## src/rtl/vector_lsu_pkg.sv

```systemverilog
// Shared types and constants for the vector load/store initiator.
// Lane i of a vector access touches byte address base + LANE_STRIDE*i.
package vlsu_pkg;

    localparam int ADDR_W      = 20;
    localparam int LANES       = 8;
    localparam int LANE_STRIDE = 8;

    typedef logic [7:0][7:0] vec_t;

    typedef enum logic [1:0] {
        IDLE,
        LOAD,
        STORE
    } lsu_state_t;

    // Address of the highest byte touched by a request, one bit wider so overflow is visible.
    function automatic logic [ADDR_W:0] last_lane_addr(input logic [ADDR_W-1:0] addr,
                                                       input logic [2:0]        beats);
        logic [ADDR_W:0] lane_span;
        lane_span      = (ADDR_W+1)'((LANES - 1) * LANE_STRIDE);
        last_lane_addr = {1'b0, addr} + (ADDR_W+1)'(beats) + lane_span;
    endfunction

endpackage

```

## src/rtl/vector_lsu.sv

```systemverilog
// Vector load/store initiator: splits a 1..8 beat request into strided memory accesses
// with valid/ready handshakes on requests, store data and load data.
module vector_lsu
    import vlsu_pkg::*;
#(
    parameter int IMAGE_WIDTH  = 320,
    parameter int IMAGE_HEIGHT = 320,
    parameter int MEM_DEPTH    = IMAGE_WIDTH * IMAGE_HEIGHT
) (
    input  logic              CLK,
    input  logic              RST,
    input  logic              req_valid,
    output logic              req_ready,
    input  logic              req_store,
    input  logic [ADDR_W-1:0] req_addr,
    input  logic [2:0]        req_beats,
    input  logic              wd_valid,
    output logic              wd_ready,
    input  vec_t              wd_data,
    output logic              rd_valid,
    input  logic              rd_ready,
    output vec_t              rd_data,
    output logic              done,
    output logic              err,
    output logic [ADDR_W-1:0] mem_addr,
    output logic              mem_we,
    output vec_t              mem_wd,
    input  vec_t              mem_rd
);

    localparam logic [ADDR_W:0] DEPTH_W = (ADDR_W+1)'(MEM_DEPTH);

    lsu_state_t        r_state;
    logic [ADDR_W-1:0] r_base;
    logic [2:0]        r_beats;
    logic [2:0]        r_idx;
    logic              r_rd_valid;
    vec_t              r_rd_data;
    logic              r_done;
    logic              r_err;
    logic [ADDR_W-1:0] r_mem_addr;
    logic              r_mem_we;
    vec_t              r_mem_wd;

    logic              w_req_ready;
    logic              w_wd_ready;
    logic              w_accept;
    logic              w_in_range;
    logic [ADDR_W:0]   w_last;
    logic              w_capture;
    logic              w_wd_fire;
    logic              w_final;
    logic [ADDR_W-1:0] w_beat_addr;
    logic [ADDR_W-1:0] w_next_addr;

    // A pending load beat blocks new requests so the consumer never sees beats interleave.
    assign w_req_ready = (r_state == IDLE) && !r_rd_valid;
    assign w_wd_ready  = (r_state == STORE);
    assign w_accept    = req_valid && w_req_ready;
    assign w_last      = last_lane_addr(req_addr, req_beats);
    assign w_in_range  = (w_last < DEPTH_W);
    assign w_capture   = (r_state == LOAD) && (!r_rd_valid || rd_ready);
    assign w_wd_fire   = wd_valid && w_wd_ready;
    assign w_final     = (r_idx == r_beats);
    assign w_beat_addr = r_base + ADDR_W'(r_idx);
    assign w_next_addr = w_beat_addr + ADDR_W'(1);

    always_ff @(posedge CLK or posedge RST) begin
        if (RST) begin
            r_state    <= IDLE;
            r_base     <= '0;
            r_beats    <= '0;
            r_idx      <= '0;
            r_rd_valid <= 1'b0;
            r_rd_data  <= '0;
            r_done     <= 1'b0;
            r_err      <= 1'b0;
            r_mem_addr <= '0;
            r_mem_we   <= 1'b0;
            r_mem_wd   <= '0;
        end else begin
            r_done   <= 1'b0;
            r_err    <= 1'b0;
            r_mem_we <= 1'b0;
            if (r_rd_valid && rd_ready) begin
                r_rd_valid <= 1'b0;
            end
            case (r_state)
                IDLE: begin
                    if (w_accept) begin
                        if (!w_in_range) begin
                            r_err <= 1'b1;
                        end else begin
                            r_base     <= req_addr;
                            r_beats    <= req_beats;
                            r_idx      <= '0;
                            r_mem_addr <= req_addr;
                            r_state    <= req_store ? STORE : LOAD;
                        end
                    end
                end
                LOAD: begin
                    // Address advances only when a beat is captured, so it holds across stalls.
                    if (w_capture) begin
                        r_rd_data  <= mem_rd;
                        r_rd_valid <= 1'b1;
                        r_idx      <= r_idx + 3'd1;
                        r_mem_addr <= w_next_addr;
                        if (w_final) begin
                            r_state <= IDLE;
                            r_done  <= 1'b1;
                        end
                    end
                end
                STORE: begin
                    if (w_wd_fire) begin
                        r_mem_addr <= w_beat_addr;
                        r_mem_wd   <= wd_data;
                        r_mem_we   <= 1'b1;
                        r_idx      <= r_idx + 3'd1;
                        if (w_final) begin
                            r_state <= IDLE;
                            r_done  <= 1'b1;
                        end
                    end
                end
                default: r_state <= IDLE;
            endcase
        end
    end

    assign req_ready = w_req_ready;
    assign wd_ready  = w_wd_ready;
    assign rd_valid  = r_rd_valid;
    assign rd_data   = r_rd_data;
    assign done      = r_done;
    assign err       = r_err;
    assign mem_addr  = r_mem_addr;
    assign mem_we    = r_mem_we;
    assign mem_wd    = r_mem_wd;

endmodule
```

## config.mk

```make
export PLATFORM = sky130hd
export DESIGN_NAME = vector_lsu
export DESIGN_NICKNAME = d
export VERILOG_FILES = /design/src/rtl/vector_lsu_pkg.sv /design/src/rtl/vector_lsu.sv
export SDC_FILE = /design/constraint.sdc
export NUM_CORES = 1
export LEC_CHECK = 0
export CORE_MARGIN = 5
export CORE_UTILIZATION = 25
export DETAILED_ROUTE_END_ITERATION = 16
export SETUP_SLACK_MARGIN = 0.1
export SYNTH_ARGS = -nofsm -noshare
export SYNTH_HDL_FRONTEND = slang
export SYNTH_SLANG_ARGS = --single-unit
export TNS_END_PERCENT = 30
```

## constraint.sdc

```tcl
create_clock -name CLK -period 10.4 [get_ports CLK]
set_clock_uncertainty 0.15 [all_clocks]
set_input_delay 1.56 -clock CLK [delete_from_list [all_inputs] [get_ports CLK]]
set_output_delay 1.56 -clock CLK [all_outputs]
set_load 0.01 [all_outputs]
```

==> reports/metrics.yaml <==
status:
  outcome: "complete, no violations"
placed_design:
  port-buffer-count: 310
  gp_congestion: 0.812
  preCtsSetupSlack_ns: 5.91
  place_area_sq_um: 11800
  hpwl_um: 20100
critical_path:
  worstSetupPathType: "input pin to flip-flop"
  rr_startpoint: "r_idx[0]"
  cp-end-kind: "flip-flop"
  cp.arrival_ns: 4.25
  start_kind: "input pin"
  crit_path_start: "req_addr[2]"
  path_max_fanout: 37
  critPathRequiredTime_ns: 10.56
route:
  wl_um: 26900
  drt_first_pass_iters: 5
  routed_via_density: 4.51
  drt_iter0_markers: 312
  antenna_left: 0
  remaining_drc_errors: 0
  wl_met3_um: 2630
  wl_met2_um: 13100
  routed.top_layer: "met5"
  wire_per_inst_um: 19.0
  wl_met1_um: 10700
  via_count: 6391
global_routing:
  grt-ovfl-total: 0
  grt.total_usage_pct: 15.1
  grt_pass1_wl_um: 42200
  grt_pass1_vias: 7090
  grt_max_degree: 67
  antenna_found_initial: 4
timing:
  timing.final.crit_share_pct: 39.3
  slew_headroom_pct: 37.9
  tightestPinTransition_ns: 0.932
  final_hold_viol_count: 0
  maxSlewViolCount: 0
  setup_tns_ns: 0
  fmax_mhz: 245
  setup_slack_ns: 6.31
  period_minus_slack_ns: 4.09
  rsz0062_at_grt: "no"
  setup_viol: 0
clock_network:
  cts-resized-gates: 0
  post_cts.repair.setup_buffers: 0
  htreeDepth: 4
  postCtsHoldBufs: 0
  cts_tree: "yes"
  path_clk_slew_ns: 0.07
  worstSkewPairLatency_ns: 0.44
  clockBufferDepth: 2
  cts_buffers: 17
  cts_sinks: 180
  cts-root-buf: "clkbuf_16"
cells_and_area:
  syn_to_final_growth_pct: 51.7
  fin_nets: 1129
  multiInputGateArea_sq_um: 3510
  seq_area_sq_um: 4500
  layout_commonest_cell: "clkdlybuf4s50_1"
  mostFrequentLayoutCells: "310 x clkdlybuf4s50_1, 180 x dfrtp_1, 143 x mux2_2, 41 x nand2_1, 32 x o21ai_0"
  fin_area_sq_um: 12500
  n_fill_cell: 3137
  postLayoutCoreUtil_pct: 38.4
  layout-drive-gt1-share_pct: 21.1
logic_synthesis:
  avgSynthCellArea_sq_um: 12.5
  synth_seq_area_share_pct: 54.9
  ys_ff_latch: 180
  synthArstFlopShare_pct: 100
  ys_types: 61
  syn-cell-area_sq_um: 8210
  ys_warn_count: 0
  synth_edf_count: 0
  ys.flop_type: "dfrtp_1"
  syn_inst: 658
  syn_nets: 827
die:
  die_x_um: 191
  io_pins: 311
  core.rowCount: 66
  dieArea_sq_um: 36600
  fp.dieH_um: 191
  start_util_pct: 25.3
  core-area_sq_um: 32500
power:
  peakVddDrop_v: 0.000154
  powerDensity_nw_per_um2: 306
  p_leak_nw: 5.04
hold_path:
  hold_class: "flip-flop to flip-flop"
  hp-start: "mem_addr[6]"
run:
  cap_violations: 0
==> layer usage <==
metal	track usage, %	up-vias
met5	0	-
met4	4.42	4
met3	7.03	26
met2	25.1	230
met1	17.5	3155
li1	-	2976
==> cells in the mapped netlist (all sizes together), types with 2 or more instances <==
cell	n	area share [%]
dfrtp	180	55
mux2	143	20
nand2	44	2.1
o21ai	33	2.0
clkbuf	30	1.4
nor2	23	1.1
xnor2	16	1.7
nand3	14	0.85
a21oi	13	0.84
inv	13	0.59
ha	11	1.7
nor3	11	0.73
xor2	11	1.2
nor4	8	0.76
o31ai	8	0.73
or3	8	0.61
a221oi	7	0.75
buf	6	0.47
nand4	6	0.53
nor2b	6	0.46
o22ai	6	0.46
a211oi	5	0.58
nand2b	5	0.38
a21o	4	0.37
a31oi	4	0.30
and2	4	0.30
o211ai	4	0.37
and4	3	0.32
a211o	2	0.21
a22oi	2	0.18
a31o	2	0.21
and3	2	0.15
mux2i	2	0.24
nor4b	2	0.58
o2111ai	2	0.21
o211a	2	0.24
o21a	2	0.18
or2	2	0.15
==> logic make-up (layout without fill, tap and decap cells) <==
kind of cell / Yosys count / count (layout) / share of synthesized area, %
DFF: 180 / 180 / 54.9
muxes: 145 / 145 / 19.9
other: 0 / 2 / 0
adders and majority gates: 12 / 12 / 1.92
and+or+nand+nor: 143 / 143 / 9.52
xor gates and xnor gates: 27 / 27 / 2.88
buffers and inverters: 49 / 364 / 2.44
AOI/OAI and AO/OA: 102 / 102 / 8.52
==> area by class of cell <==
class / count / share of cell area, %
flip-flops and latches: 180 / 36.2
diodes: 2 / 0.0402
inverters: 13 / 0.432
clock inverters: 13 / 1.71
clock buffers: 19 / 3.56
multi-input cells: 429 / 28.2
repair buffers: 319 / 25.5
well taps: 442 / 4.44
==> power breakdown <==
part	switching, mW	internal, mW	total (mW)
logic	0.806	1.00	1.81
registers	0.217	1.05	1.26
clock network	0.317	0.419	0.736
==> flip-flops by register name, summed over array words and instances (netlist names) <==
name	cells
r_state	2
r_idx	3
err	1
mem_we	1
r_beats	3
mem_addr	20
mem_wd	64
done	1
rd_valid	1
rd_data	64
r_base	20
==> path summary, 6_finish.rpt <==
check                                to  slack [ns]  depth (start not counted)
max in group asynchronous  mem_addr[12]        7.36                          3
max                        mem_addr[18]        6.31                         11
max reg2reg                mem_addr[18]        6.60                         10
min reg2reg                 mem_addr[6]        0.33                          1
min in group asynchronous    rd_data[2]        1.41                          2
min                         mem_addr[6]        0.33                          1
==> through the flow <==
stage	power [mW]	instances	hold WS, ns
global route	4.08	1417	0.371
global placement	3.09	1383	0.315
CTS	3.88	1415	0.338
floorplan	2.16	658	0.334
finish	3.81	1417	0.333
detailed placement	3.11	1383	0.321
==> worst max-delay path, cell delays in order <==
cell and delay (ns):
clkdlybuf4s50_1 0.44, ha_1 0.23, nor4_1 0.33, o21ai_0 0.30, a21oi_2 0.21, nor2b_1 0.08, or3_1 0.34, buf_4 0.25
or3_1 0.35, o21ai_0 0.09, a31oi_1 0.05
(Power assumes the default switching activity.)
